**src/rtl/inbuf_bank.sv**
```systemverilog
// inbuf_bank: a bank of NPORTS independent input FIFOs for the NoC router.
// Each port buffers flits in a DEPTH-entry circular buffer and presents its
// head flit and a non-empty mask to the switch allocator. It also returns
// one credit pulse upstream per freed entry and flags almost-full.
// Optional feature macro: INBUF_ERR_EN adds sticky overflow/underflow flags
// on err_o (bit p = overflow, bit NPORTS+p = underflow).

module inbuf_bank #(
  parameter int NPORTS    = 5,
  parameter int DATA_W    = 32,
  parameter int DEPTH     = 8,
  parameter int AF_THRESH = 6
) (
  input  logic                                clk,
  input  logic                                rst,
  input  logic [NPORTS*DATA_W-1:0]            data_i,
  input  logic [NPORTS-1:0]                   valid_i,
  input  logic [NPORTS-1:0]                   pop_req_i,
  output logic [NPORTS*DATA_W-1:0]            data_o,
  output logic [NPORTS-1:0]                   mask_o,
  output logic [NPORTS-1:0]                   almost_full_o,
  output logic [NPORTS-1:0]                   credit_o,
  output logic [NPORTS*$clog2(DEPTH+1)-1:0]   count_o
`ifdef INBUF_ERR_EN
  ,
  output logic [2*NPORTS-1:0]                 err_o
`endif
);

  localparam int CW = $clog2(DEPTH + 1);
  localparam int PW = $clog2(DEPTH);
  localparam logic [CW-1:0] DEPTH_C = CW'(DEPTH);
  localparam logic [CW-1:0] AF_C    = CW'(AF_THRESH);

  for (genvar p = 0; p < NPORTS; p++) begin : g_port
    logic [DATA_W-1:0] mem [DEPTH];
    logic [PW-1:0]     rd_ptr;
    logic [PW-1:0]     wr_ptr;
    logic [CW-1:0]     count;
    logic              credit;
    logic              empty;
    logic              full;
    logic              do_pop;
    logic              do_push;

    // A pop on a full port frees a slot in the same edge, so the push may
    // still be accepted; a pop on an empty port is simply ignored.
    assign empty   = (count == '0);
    assign full    = (count == DEPTH_C);
    assign do_pop  = pop_req_i[p] & ~empty;
    assign do_push = valid_i[p] & (~full | do_pop);

    // Flit storage; deliberately not cleared on reset.
    always_ff @(posedge clk) begin
      if (do_push) begin
        mem[wr_ptr] <= data_i[p*DATA_W +: DATA_W];
      end
    end

    // Pointer, occupancy and credit state for this port.
    always_ff @(posedge clk) begin
      if (rst) begin
        rd_ptr <= '0;
        wr_ptr <= '0;
        count  <= '0;
        credit <= 1'b0;
      end else begin
        credit <= do_pop;
        if (do_push) begin
          wr_ptr <= wr_ptr + PW'(1);
        end
        if (do_pop) begin
          rd_ptr <= rd_ptr + PW'(1);
        end
        if (do_push && !do_pop) begin
          count <= count + CW'(1);
        end else if (do_pop && !do_push) begin
          count <= count - CW'(1);
        end
      end
    end

    assign data_o[p*DATA_W +: DATA_W] = empty ? '0 : mem[rd_ptr];
    assign mask_o[p]                  = ~empty;
    assign almost_full_o[p]           = (count >= AF_C);
    assign credit_o[p]                = credit;
    assign count_o[p*CW +: CW]        = count;

`ifdef INBUF_ERR_EN
    logic ovf;
    logic udf;

    // Sticky error flags: a push lost at full, or a pop on an empty port
    // that is not rescued by a same-cycle push.
    always_ff @(posedge clk) begin
      if (rst) begin
        ovf <= 1'b0;
        udf <= 1'b0;
      end else begin
        if (valid_i[p] && !do_push) begin
          ovf <= 1'b1;
        end
        if (pop_req_i[p] && empty && !valid_i[p]) begin
          udf <= 1'b1;
        end
      end
    end

    assign err_o[p]          = ovf;
    assign err_o[NPORTS + p] = udf;
`endif
  end

endmodule

```
**config.mk**
```make
export PLATFORM = sky130hd
export DESIGN_NAME = inbuf_bank
export DESIGN_NICKNAME = d
export VERILOG_FILES = /design/src/rtl/inbuf_bank.sv
export SDC_FILE = /design/constraint.sdc
export NUM_CORES = 1
export LEC_CHECK = 0
export CAP_MARGIN = 20
export CELL_PAD_IN_SITES_DETAIL_PLACEMENT = 1
export CELL_PAD_IN_SITES_GLOBAL_PLACEMENT = 2
export CORE_ASPECT_RATIO = 0.5
export CORE_MARGIN = 4
export CORE_UTILIZATION = 54
export DETAILED_ROUTE_END_ITERATION = 8
export DONT_BUFFER_PORTS = 1
export PLACE_DENSITY = 0.83
export REMOVE_ABC_BUFFERS = 1
export SYNTH_ARGS = -nofsm -noshare
export SYNTH_HDL_FRONTEND = slang
export SYNTH_SLANG_ARGS = --single-unit
```
**constraint.sdc**
```tcl
create_clock -name clk -period 8.3 [get_ports clk]
set_input_delay 1.245 -clock clk [delete_from_list [all_inputs] [get_ports clk]]
set_output_delay 1.245 -clock clk [all_outputs]
set_load 0.02 [all_outputs]
```
==> results, run 1 <==
- The flow ran to the end, and the final reports show no timing, DRC or antenna violations.
- The worst slack at placement is between 4000 and 5000 ps.
- Entering global routing, the biggest net connects 66 pins.
- The combinational group share of total power is 0.240.
- The achievable frequency is 219 MHz.
- The CTS H-tree depth is 3.
- Setup repair after global routing left no endpoint under its margin.
- Of the total power, the clock network draws 0.297.
- Counting flops with a built-in enable in the synthesized netlist gives 1,280.
- The routed design has 112 mm of wire.
- The floorplan die area is 102,000 um2.
- The largest fanout of any net on the critical path is 38.
- STA classifies the critical path startpoint as a flip-flop.
- The number of vias per cell after detailed routing is 6.06.
- The final critical path time including I/O delays and setup is 4560 ps.
- Of the cells placed in the final design, the portion with a size suffix greater than 1 is 0.248.
- The top cell type's share of synthesized area is 0.735.
- The first global-routing pass estimated 168 mm of wire.
- By startpoint and endpoint, the worst setup path is classified as flip-flop to output port.
- The number of violations reported at the end of detailed-routing iteration 0 is 1,854.
- The class of the most critical hold timing path is flip-flop to flip-flop.
- Dividing total power by cell area gives a power density of ~310 nW/um2.
- In the layout the commonest cells are sky130_fd_sc_hd__edfxtp_1 (1,280), sky130_fd_sc_hd__mux4_2 (316), sky130_fd_sc_hd__nor2_1 (220).
- The later-pin clock latency in the skew report is 710 ps.
- The floorplan has 80 rows.
- The endpoint identified for the worst register-to-register timing path is g_port[2].count[3].
- Counting flops with an async set or reset pin after synthesis yields a share of 0.
- STA puts the critical path data required time at about 7100 ps.
- Gates resized during post-CTS repair numbered 0.
- Summed over all instances, the cell type with the most area after synthesis is sky130_fd_sc_hd__edfxtp_1.
- The number of cells on the worst hold path is 2.
- The number of instances in the synthesized netlist is 2,415.
- The beginning of the worst register-to-register path is g_port[2].count[0].
- The final instance area is 57,400 um2.
- The analysis attributes to cell leakage a power of 17.6 nW.
- The relative contribution of sequential cells to total power is 0.463.
- Once detailed placement completed, the half-perimeter wirelength came to between 60 and 70 mm.
- The worst reg2reg path depth is 11.
- The setup total negative slack is 0 ps.
- The CTS tree is built.
- The number of distinct library cells after synthesis is 41.
- The number of warnings reported in the yosys synthesis log is 0.
- The number of antenna violations at the first check in global routing is 1.
- In the routed design, unresolved DRC markers number 0.
- Summing all multi-input logic gate instances after layout gives 11,700 um2.
- The number of max-slew violations in the final report is 0.
- The number of flip-flops and latches in the synthesized netlist is 1,350.
- Data on the critical path arrives at its endpoint at 3320 ps.
- The most used flip-flop cell after synthesis is sky130_fd_sc_hd__edfxtp_1.
- The largest individual stage delay along the critical path comes from the cell sky130_fd_sc_hd__dfxtp_4.
- The beginning of the worst hold path is g_port[0].rd_ptr[1].
- The initial utilization of the core area, before any placement, comes to 0.547.
- The internal portion of the total power is 12.4 mW.
- The number of hold buffers added after cts is 0.
- The clock sink count is 1,350.
- Across every metal layer, demand over resource in global routing totals 0.222.
- The post-synthesis area per instance is 21.7 um2.
- STA classifies the critical path endpoint as an output port.
- The area overhead of the layout relative to synthesis is 9.65%.
- The post-route worst hold slack is 481 ps.
- The signal on the critical path passes through buf_4 > mux4_2 > mux2i_1 > nor2_1.
- The count of vias placed by the detailed router is approximately 23k.
- The count of buffering cells on the critical path with inverters included is 1.
- The worst-case headroom to the max-slew limit is 0.323.
- The largest delay contributor family on the critical path is multiplexers.
- Measured along the y axis, the die boundary spans 228 um.
- At the end of the flow, the number of nets in the layout was 2,670.
- The cell area after synthesis is 52,300 um2.
- Counting along the longest clock path gives a buffer depth of 3.
- In this run the tool buffered the top-level ports with 0 buffer cells.
- Before antenna repair, the detailed router went through 5 iterations.
- Measured along the x axis, the die boundary spans about 450 um.
- The total of endpoints with negative setup slack in the final report is 0.
- The flip-flop and latch area is 39,900 um2.
- In this design, the stage delay of the slowest critical-path cell is 700 ps.
- The via count of the first global-routing pass is ~26k.
- The actual slew at the worst max-slew pin is 1010 ps.
- The number of clock buffers added by TritonCTS is between 100 and 150.
- The setup check on the worst reg-to-reg path leaves a slack of 4620 ps.
- The final worst-path cycle share is 0.550.
- The switching portion of total power is 0.300.
- The final count of hold timing violations came to 0.
- The worst-case IR drop observed on VDD is ~0.20 mV.
- The master cell of the clock root buffer is sky130_fd_sc_hd__clkbuf_16.
- Clock-pin slew was measured on the worst setup and hold paths at 60 ps.
- The switching component of the power is roughly 5.3 mW.
- The worst setup skew after layout is 21.2 ps.
- Pin placement for this block handled 367 I/O pins.
- In the final routed layout, each cell accounts on average for 29.1 um.
- The remaining antenna violation count is 0.
- By area the synthesized netlist is led by sky130_fd_sc_hd__edfxtp_1 (73%), sky130_fd_sc_hd__mux4_2 (14%), sky130_fd_sc_hd__mux2i_1 (3.2%), sky130_fd_sc_hd__dfxtp_1 (2.7%), sky130_fd_sc_hd__nor2_1 (1.7%).
- Counting the fill cells in the layout gives between 7k and 8k.
- The smallest setup slack after layout is 3740 ps.
- The number of buffers inserted to repair setup after CTS is 0.
- Routability-driven placement finished with a final weighted congestion of 0.735.
- The most frequent standard cell in the layout excluding fill and tap cells is sky130_fd_sc_hd__edfxtp_1.
- The placeable core area is 95,700 um2.
- The share of the yosys chip area belonging to registers is 0.761.
- The count of maximum capacitance violations is 0.
- The leftover overflow at the end of global routing is 0.
- The post-placement cell area is 53,700 um2.
-- kinds of logic (layout without fill, tap and decap cells) --
kind of cell             Yosys count  count (layout)  share of synthesized area
flip-flops                      1350            1350                      0.761
multiplexers                     492             492                      0.171
AND/OR/NAND/NOR                  335             335                     0.0290
buffers and inverters            135             282                     0.0192
AO/OA/AOI/OAI                     45              45                    0.00607
adder cells (fa/ha/maj)           30              30                    0.00789
XOR/XNOR                          28              28                    0.00540
other                              0               1                          0
-- cell usage after synthesis (3+ instances only) --
master,instances
sky130_fd_sc_hd__buf_4,5
sky130_fd_sc_hd__or3_4,5
sky130_fd_sc_hd__ha_1,25
sky130_fd_sc_hd__mux4_1,4
sky130_fd_sc_hd__nand2_1,21
sky130_fd_sc_hd__mux2i_1,167
sky130_fd_sc_hd__nor2_1,241
sky130_fd_sc_hd__xor2_1,15
sky130_fd_sc_hd__buf_6,11
sky130_fd_sc_hd__a31oi_1,5
sky130_fd_sc_hd__buf_2,47
sky130_fd_sc_hd__inv_2,8
sky130_fd_sc_hd__fa_1,5
sky130_fd_sc_hd__dfxtp_1,70
sky130_fd_sc_hd__inv_1,5
sky130_fd_sc_hd__nor4_1,3
sky130_fd_sc_hd__nand2_4,5
sky130_fd_sc_hd__nor2_8,3
sky130_fd_sc_hd__a21o_1,5
sky130_fd_sc_hd__mux4_2,316
sky130_fd_sc_hd__clkbuf_2,5
sky130_fd_sc_hd__mux2_2,5
sky130_fd_sc_hd__a211oi_1,5
sky130_fd_sc_hd__o21ai_4,3
sky130_fd_sc_hd__nand2b_1,17
sky130_fd_sc_hd__a21oi_1,18
sky130_fd_sc_hd__clkbuf_1,28
sky130_fd_sc_hd__nor2b_1,5
sky130_fd_sc_hd__xnor2_1,8
sky130_fd_sc_hd__xor2_2,5
sky130_fd_sc_hd__o211ai_1,5
sky130_fd_sc_hd__nand3_1,15
sky130_fd_sc_hd__buf_12,12
sky130_fd_sc_hd__nor3_1,16
sky130_fd_sc_hd__buf_8,12
sky130_fd_sc_hd__edfxtp_1,1280
-- worst min-delay path: stages, from the launching register on --
cell and delay (ps):
sky130_fd_sc_hd__dfxtp_1 310, sky130_fd_sc_hd__nand2_1 50, sky130_fd_sc_hd__a21oi_1 70
-- through the flow --
stage / total power [mW] / utilization / instances
4_1_cts: 17.9 / 0.599 / 3831
3_3_place_gp: 12.5 / 0.561 / 3621
2_1_floorplan: 11.7 / - / 2293
6_report: 17.7 / 0.600 / 3834
3_5_place_dp: 12.6 / 0.561 / 3621
5_1_grt: 18.5 / 0.600 / 3834
-- metal layers --
metal | wire [um] | global-route usage
met4 | 3390 | 0.0662
met2 | 59000 | 0.386
met3 | 5580 | 0.0449
met1 | 43600 | 0.284
met5 | 0 | 0
-- state kept, by name (all words and copies together), names as in the netlist, named ones only --
| signal | cells |
|---|---|
| g_port.rd_ptr | 15 |
| g_port.mem | 1280 |
| g_port.wr_ptr | 15 |
| g_port.count | 20 |
| g_port.credit | 5 |
-- layout make-up --
class | instances | area share
multi-input combinational | 930 | 0.205
clock inverter | 60 | 0.00905
inverter | 13 | 0.000851
timing repair buffer | 59 | 0.00842
sequential | 1350 | 0.695
antenna | 1 | 0.0000436
clock buffer | 150 | 0.0544
tap | 1271 | 0.0277
-- worst max path at each step --
stage          slack, ps  cells after the start                  end    startpoint
2_1_floorplan       3250                      3  g_port[0].mem[0][0]  pop_req_i[0]
5_1_grt             3460                      4          data_o[124]     flip-flop
6_report            3740                      4          data_o[124]     flip-flop
4_1_cts             3530                      4          data_o[124]     flip-flop
3_3_place_gp        4330                      4          data_o[124]     flip-flop
3_5_place_dp        4350                      4          data_o[124]     flip-flop
-- power groups by stage --
| stage | clock network, mW | registers (mW) | logic [mW] |
|---|---|---|---|
| 2_1_floorplan | 0 | 8.58 | 3.10 |
| 3_3_place_gp | 0 | 8.32 | 4.23 |
| 3_5_place_dp | 0 | 8.35 | 4.30 |
| 4_1_cts | 5.39 | 8.20 | 4.32 |
| 5_1_grt | 5.71 | 8.24 | 4.55 |
| 6_report | 5.26 | 8.19 | 4.24 |
Power figures use the tool's default switching activity.
==> run 2, diff against run 1 <==
CORE_UTILIZATION = 45   (was 54)
PLACE_DENSITY = 0.73   (was 0.83)
clock period = 4.1 ns   (was 8.3 ns; I/O delays follow)
==> results, run 2 (synthesis gave the netlist of run 1 again) <==
- The total global routing track utilization was 0.190 (-0.0322).
- The switching component of the power is 11.2 mW (+110%).
- The data arrival time at the worst-slack endpoint is 2830 ps (-490 ps).
- The worst-case headroom to the max-slew limit is 0.414 (+0.0915).
- The remaining antenna violation count is 0 (unchanged).
- The relative contribution of sequential cells to total power is 0.459 (-0.004).
- The number of flip-flops under the largest register name was 1,280 (unchanged).
- The delay of the slowest critical-path stage was 800 ps (+100 ps).
- The number of cells on the worst hold path was 2 (unchanged).
- The beginning of the worst hold path is pop_req_i[2].
- The number of buffers added by the clock tree synthesis step is 116 (+1.8%).
- In the finished design, the share of the clock period the worst path needs comes to 0.839.
- The endpoint required time on the critical path is 3480 ps (-3570 ps).
- The leftover overflow at the end of global routing was 0 (unchanged).
- The switching portion of total power is 0.305 (+0.00582).
- The number of max-slew violations in the final report came to 0 (unchanged).
- The die outline width was 490 um (+9.4%).
- The multi-input logic area was 11,700 um2 (unchanged).
- The number of buffers inserted to repair setup after CTS is 0 (unchanged).
- The critical path start-end classification is flip-flop to output port.
- The remaining routing DRC violations came to 0 (unchanged).
- The count of maximum capacitance violations is 0 (unchanged).
- Ranked by flip-flop count, first place goes to g_port.mem.
- The count of vias placed by the detailed router is 23.8k (+2.5%).
- The number of detailed-routing iterations run before antenna repair came to 5 (unchanged).
- Walking the worst path, the cells encountered are buf_4 > mux4_2 > mux2i_1 > nor2_1.
- The non-filler instance count after layout is 4,303 (+12%).
- The total power draw is 36.6 mW (+110%).
- The clock sink count is 1,350 (unchanged).
- The routed wire length is 116 mm (+3.7%).
- The number of top-level pins is 367 (unchanged).
- The utilization of the core after routing is 0.518 (-0.0814).
- The CTS H-tree depth is 3 (unchanged).
- The flow ran to the end, and the final reports show no timing, DRC or antenna violations.
- The number of antenna violations at the first check in global routing is 11 (+10).
- The largest fanout of any net on the critical path is 31 (-18%).
- The weighted congestion at the end of routability-driven global placement is 0.730 (-0.67%).
- For this run, the top clock speed supported by timing is 291 MHz.
- The library cells used most frequently in the layout, excluding fill and tap cells, are sky130_fd_sc_hd__edfxtp_1 (1,280), sky130_fd_sc_hd__mux4_2 (316), sky130_fd_sc_hd__nor2_1 (220).
- The routed wire length per instance is 26.9 um (-7.6%).
- The final count of hold timing violations is 0 (unchanged).
- In the final layout, the registers with the most flip-flops are g_port.mem x1280, g_port.count x20.
- The count of cells resized by post-cts repair is 0 (unchanged).
- The worst reg2reg path depth came to 10 (-1).
- The initial core utilization was 0.453 (-0.0933).
- The count of buffering cells on the critical path with inverters included came to 1 (unchanged).
- The worst setup skew after layout is 37.6 ps (+16.5 ps).
- The beginning of the worst register-to-register path is g_port[0].count[0].
- The number of vias per cell after detailed routing is 5.54 (-8.7%).
- TritonCTS built the clock tree.
- The total of endpoints with negative setup slack in the final report is 0 (unchanged).
- The clock transition at the registers of the reported paths is 70 ps (about the same).
- The category of the worst setup path capture point is an output port.
- The number of placed instances, taps included is 3,908 (+7.9%).
- The class of the most critical hold timing path is input pin to flip-flop.
- The final critical path time including I/O delays and setup is around 3400 ps.
- The worst-case register-to-register setup slack came to 1140 ps (-3480 ps).
- The area growth from synthesis to layout is 14.3%.
- The largest delay contributor family on the critical path is flip-flops.
- The fraction of final layout cells sized beyond drive strength 1 is 0.240 (-0.00835).
- The floorplan die area is 122,000 um2 (+19%).
- The placeable core area is 115,000 um2 (+21%).
- The static power due to leakage is 18.5 nW (+5.2%).
- The total number of placement rows is 88 (+10%).
- The worst-case vdd ir drop was 0.349 mV (+71%).
- The number of buffer cells added on primary ports is 0 (unchanged).
- The share of power burned in the clock network is 0.299 (+0.002).
- The library cell used most frequently in the layout, excluding fill and tap cells, is sky130_fd_sc_hd__edfxtp_1.
- The cell-internal power was 25.4 mW (+110%).
- The largest individual stage delay along the critical path comes from the cell sky130_fd_sc_hd__dfxtp_4.
- The later-pin clock latency in the skew report is 720 ps (about the same).
- The actual slew at the worst max-slew pin is 878 ps (-132 ps).
- The maximum number of pins on one net before global-route repair is 59 (-11%).
- The wire length of the first global-routing pass is 173 mm (+3.1%).
- The number of violations reported at the end of detailed-routing iteration 0 came to 1,835 (-1.0%).
- The master cell of the clock root buffer is sky130_fd_sc_hd__clkbuf_16.
- The net count of the finished layout was 2,863 (+7.2%).
- The via count of the first global-routing pass is 26.4k (+3.1%).
- In this run the critical register-to-register path is captured at g_port[0].count[3].
- The HPWL reported at the end of detailed placement is 66.6 mm (+3.8%).
- Setup repair after global routing left no endpoint under its margin.
- The worst setup path is launched from a flip-flop.
- The flip-flop and latch area is 39,900 um2 (unchanged).
- The cell area power density is 612 nW/um2 (+99%).
- The combinational group share of total power is 0.242 (+0.002).
- The number of inserted filler cells in the final layout is 10.1k (+30%).
- The setup total negative slack is 0 ps (unchanged).
- The number of buffers on the longest clock path is 3 (unchanged).
- The post-route worst hold slack is 68.0 ps (-413 ps).
- The height of the chip was 249 um (+9.2%).
==> run 2: cell count changes in the layout (fill, tap and decap cells not counted) <==
cell | previous run | this run
sky130_fd_sc_hd__dlygate4sd3_1 | 0 | 164
sky130_fd_sc_hd__buf_4 | 57 | 75
sky130_fd_sc_hd__buf_12 | 0 | 10
sky130_fd_sc_hd__diode_2 | 1 | 9
sky130_fd_sc_hd__clkbuf_1 | 26 | 32
sky130_fd_sc_hd__clkinv_1 | 21 | 26
sky130_fd_sc_hd__clkinvlp_4 | 6 | 3
sky130_fd_sc_hd__clkbuf_8 | 7 | 9
sky130_fd_sc_hd__clkinv_2 | 19 | 17
sky130_fd_sc_hd__inv_16 | 0 | 2
sky130_fd_sc_hd__buf_16 | 2 | 1
sky130_fd_sc_hd__clkbuf_16 | 117 | 118
sky130_fd_sc_hd__clkinv_16 | 0 | 1
sky130_fd_sc_hd__clkinv_4 | 3 | 2
==> run 2: cell type report <==
class,instances,area share
inverters,13,0.000816
well taps,1530,0.0320
clock inverters,62,0.00948
repair buffers,250,0.0407
flip-flops and latches,1350,0.667
multi-input cells,930,0.196
clock buffers,159,0.0535
diodes,9,0.000377
==> run 2: worst max-delay path by stage <==
stage | to | cells after the start
after floorplan | g_port[0].mem[0][0] | 3
after global placement | g_port[0].count[3] | 10
after detailed placement | g_port[0].count[3] | 10
after CTS | data_o[72] | 4
after global routing | data_o[2] | 4
final | data_o[2] | 4
==> run 2: stage by stage <==
stage | area (um2) | setup WS (ps)
after floorplan | 51400 | -325
after global placement | 54300 | 1150
after detailed placement | 54300 | 1120
after CTS | 59800 | 564
after global routing | 59800 | 429
final | 59800 | 659
==> run 2: power groups by stage <==
stage,registers [mW],clock network (mW),logic [mW]
6_report,16.8,11.0,8.85
5_1_grt,17.0,11.9,9.52
4_1_cts,16.9,11.2,9.10
3_5_place_dp,17.2,0,8.76
3_3_place_gp,17.1,0,8.64
2_1_floorplan,17.4,0,6.28
==> run 2: layer usage <==
| metal | global-route usage | vias to the layer above | routed length (um) |
|---|---|---|---|
| li1 | - | 10350 | - |
| met1 | 0.238 | 12791 | 46700 |
| met2 | 0.339 | 494 | 61300 |
| met3 | 0.0323 | 188 | 4420 |
| met4 | 0.0565 | 4 | 3290 |
| met5 | 0 | - | 23 |
==> run 2: timing repair <==
action	CTS	global route
hold endpoints to repair	1343	0
endpoints found under the setup margin	0	0
hold buffers	165	0
==> run 3, diff against run 2 <==
CORE_UTILIZATION = 50   (was 45)
PLACE_DENSITY = 0.77   (was 0.73)
clock period = 3.3 ns   (was 4.1 ns; I/O delays follow)
==> results, run 3 (synthesis gave the netlist of run 1 again) <==
- The number of placed instances, taps included is 3,783 (-3.2%).
- The total of endpoints with negative setup slack in the final report was 0 (unchanged).
- The critical path start-end classification is flip-flop to output port.
- The number of top-level pins is 367 (unchanged).
- The count of maximum capacitance violations is 0 (unchanged).
- The delay of the slowest critical-path stage is 580 ps (-220 ps).
- The number of max-slew violations in the final report is 0 (unchanged).
- The master cell of the clock root buffer is sky130_fd_sc_hd__clkbuf_16.
- The final critical path time including I/O delays and setup is 3080 ps.
- The critical-path cell with the highest stage delay is sky130_fd_sc_hd__nor2_1.
- The height of the chip was 237 um (-5.0%).
- The number of buffer cells added on primary ports is 0 (unchanged).
- The actual slew at the worst max-slew pin was 884 ps (+5.28 ps).
- The number of violations reported at the end of detailed-routing iteration 0 is 1,710 (-6.8%).
- The clock transition at the registers of the reported paths is 70 ps (about the same).
- The routed wire length is 115 mm (-0.92%).
- The largest fanout of any net on the critical path is 53 (+71%).
- The remaining routing DRC violations is 0 (unchanged).
- The smallest setup slack after layout is 216 ps (-443 ps).
- The worst setup skew after layout came to 23.0 ps (-14.6 ps).
- The die outline width came to 465 um (-5.0%).
- The CTS tree is built.
- The count of vias placed by the detailed router was 24.0k (+0.76%).
- The HPWL reported at the end of detailed placement was 64.9 mm (-2.4%).
- The fraction of final layout cells sized beyond drive strength 1 is 0.242 (+0.00292).
- The count of cells resized by post-cts repair is 0 (unchanged).
- The flow ran to the end, and the final reports show no timing, DRC or antenna violations.
- The final count of hold timing violations is 0 (unchanged).
- The final instance area is 59,800 um2 (about the same).
- Based on the critical path, the design can be clocked at up to 324 MHz.
- The register with the most flip-flops is g_port.mem.
- The met3 track utilization from global routing is 0.0318 (-0.000461).
- The global routing stage identified its most utilized layer as met2.
- The number of buffers on the longest clock path is 3 (unchanged).
- The worst-case vdd ir drop is 0.636 mV (+82%).
- The net count of the finished layout was 2,873 (+0.35%).
- The later-pin clock latency in the skew report is 710 ps (about the same).
- The floorplan die area is 110,000 um2 (-9.8%).
- The number of detailed-routing iterations run before antenna repair was 5 (unchanged).
- The leftover overflow at the end of global routing is 0 (unchanged).
- The utilization of the core after routing came to 0.580 (+0.0616).
- The setup total negative slack is 0 ps (unchanged).
- The routed wire length per instance came to 27.4 um (+2.1%).
- The worst register-to-register path begins at g_port[0].count[0].
- The area overhead of the layout relative to synthesis was 14.4% (about the same).
- The class of the most critical hold timing path is input pin to flip-flop.
- The endpoint required time on the critical path is 2800 ps (-680 ps).
- The non-filler instance count after layout is 4,177 (-2.9%).
- The CTS H-tree depth is 3 (unchanged).
- The number of buffers added by the clock tree synthesis step is 115 (-0.86%).
- The clock sink count is 1,350 (unchanged).
- The number of antenna violations at the first check in global routing was 4 (-7).
- The top cell types in the final layout, fill and taps aside, are sky130_fd_sc_hd__edfxtp_1 (1,280), sky130_fd_sc_hd__mux4_2 (316), sky130_fd_sc_hd__nor2_1 (220).
- The total power draw is 45.5 mW (+24%).
- The capture point of the worst reg-to-reg path is g_port[0].count[3].
- The met1 usage was 0.269 (+0.0314).
- The static power due to leakage is 18.5 nW (+0.37%).
- The number of vias per cell after detailed routing came to 5.75 (+3.8%).
- The worst slack at placement is 418 ps (-706 ps).
- The maximum number of pins on one net before global-route repair is 65 (+10%).
- The data arrival time at the worst-slack endpoint is 2590 ps (-240 ps).
- The worst reg2reg path depth was 10 (unchanged).
- The initial core utilization came to 0.507 (+0.0534).
- The cell area power density is 761 nW/um2 (+24%).
- The weighted congestion at the end of routability-driven global placement came to 0.726 (-0.56%).
- The met2 layer usage reported by global route came to 0.374 (+0.0348).
- The remaining antenna violation count came to 0 (unchanged).
- The via count of the first global-routing pass is 26.4k (-0.023%).
- The beginning of the worst hold path is valid_i[0].
- The signal on the critical path passes through buf_12 > mux4_2 > mux2i_1 > nor2_1.
- The wire length of the first global-routing pass is 172 mm (-0.54%).
- The worst hold path terminates at g_port[0].wr_ptr[2].
- The total number of placement rows is 83 (-5.7%).
- The number of cells on the worst hold path was 3 (+1).
- Dividing the final minimum period by the clock period gives 0.934.
- The post-placement cell area is 54,300 um2 (unchanged).
- The type of origin of the critical path is a flip-flop.
- The largest registers in the layout are g_port.mem x1280, g_port.count x20.
- The worst setup path is captured at an output port.
- The placeable core area is 103,000 um2 (-11%).
- The number of flip-flops under the largest register name is 1,280 (unchanged).
- The total global routing track utilization is 0.209 (+0.0195).
- Setup repair after global routing left no endpoint under its margin.
- The worst-case headroom to the max-slew limit is 0.409 (-0.00546).
- The most frequent standard cell in the layout excluding fill and tap cells is sky130_fd_sc_hd__edfxtp_1.
- The worst-case register-to-register setup slack was 410 ps (-730 ps).
- The post-route worst hold slack was 64.3 ps (-3.73 ps).
[run 3: changes by cell type in the layout (fill, tap and decap cells not counted), moves of 5 or more]
cell	previous run	this run
sky130_fd_sc_hd__clkbuf_1	32	27
sky130_fd_sc_hd__buf_12	10	21
sky130_fd_sc_hd__buf_4	75	67
sky130_fd_sc_hd__dlygate4sd3_1	164	170
sky130_fd_sc_hd__clkinvlp_4	3	8
sky130_fd_sc_hd__diode_2	9	3
[run 3: worst max-delay path, delay by kind of cell (launching register included)]
kind          cells  cell delay [ps]
flops             1              560
simple gates      1              580
buf+inv           1              360
mux               2              330
[run 3: what timing repair did]
item / in CTS / in global routing
hold buffers: 171 / 0
hold endpoints to repair: 1348 / 0
setup buffers: 0 / 2
setup endpoints to repair: 0 / 6
[run 3: how the worst max path moves through the flow]
stage	from	end
after floorplan	g_port[0].count[1]	g_port[0].mem[0][0]
after global placement	g_port[1].count[0]	g_port[1].count[3]
after detailed placement	g_port[1].count[0]	g_port[1].count[3]
after CTS	flip-flop	data_o[37]
after global routing	flip-flop	data_o[29]
final	flip-flop	data_o[16]
[run 3: routing by layer]
layer	vias to the layer above	wire, um	part of all wire
li1	10369	-	-
met5	-	0	0
met4	0	2670	0.023
met3	160	4320	0.038
met2	531	61200	0.53
met1	12948	46400	0.40
[run 3: cell type report]
class,instances,area (um2)
sequential,1350,39900
antenna,3,7.51
clock inverter,66,573
clock buffer,152,3150
tap,1402,1750
timing repair buffer,261,2710
multi-input combinational,930,11700
inverter,13,48.8
fill,8736,43400
[run 3: where the power goes]
part	switching, mW	leakage, nW	internal [mW]
clock	6.13	1.81	7.37
combinational	6.98	4.54	4.65
sequential	0.734	12.2	19.7
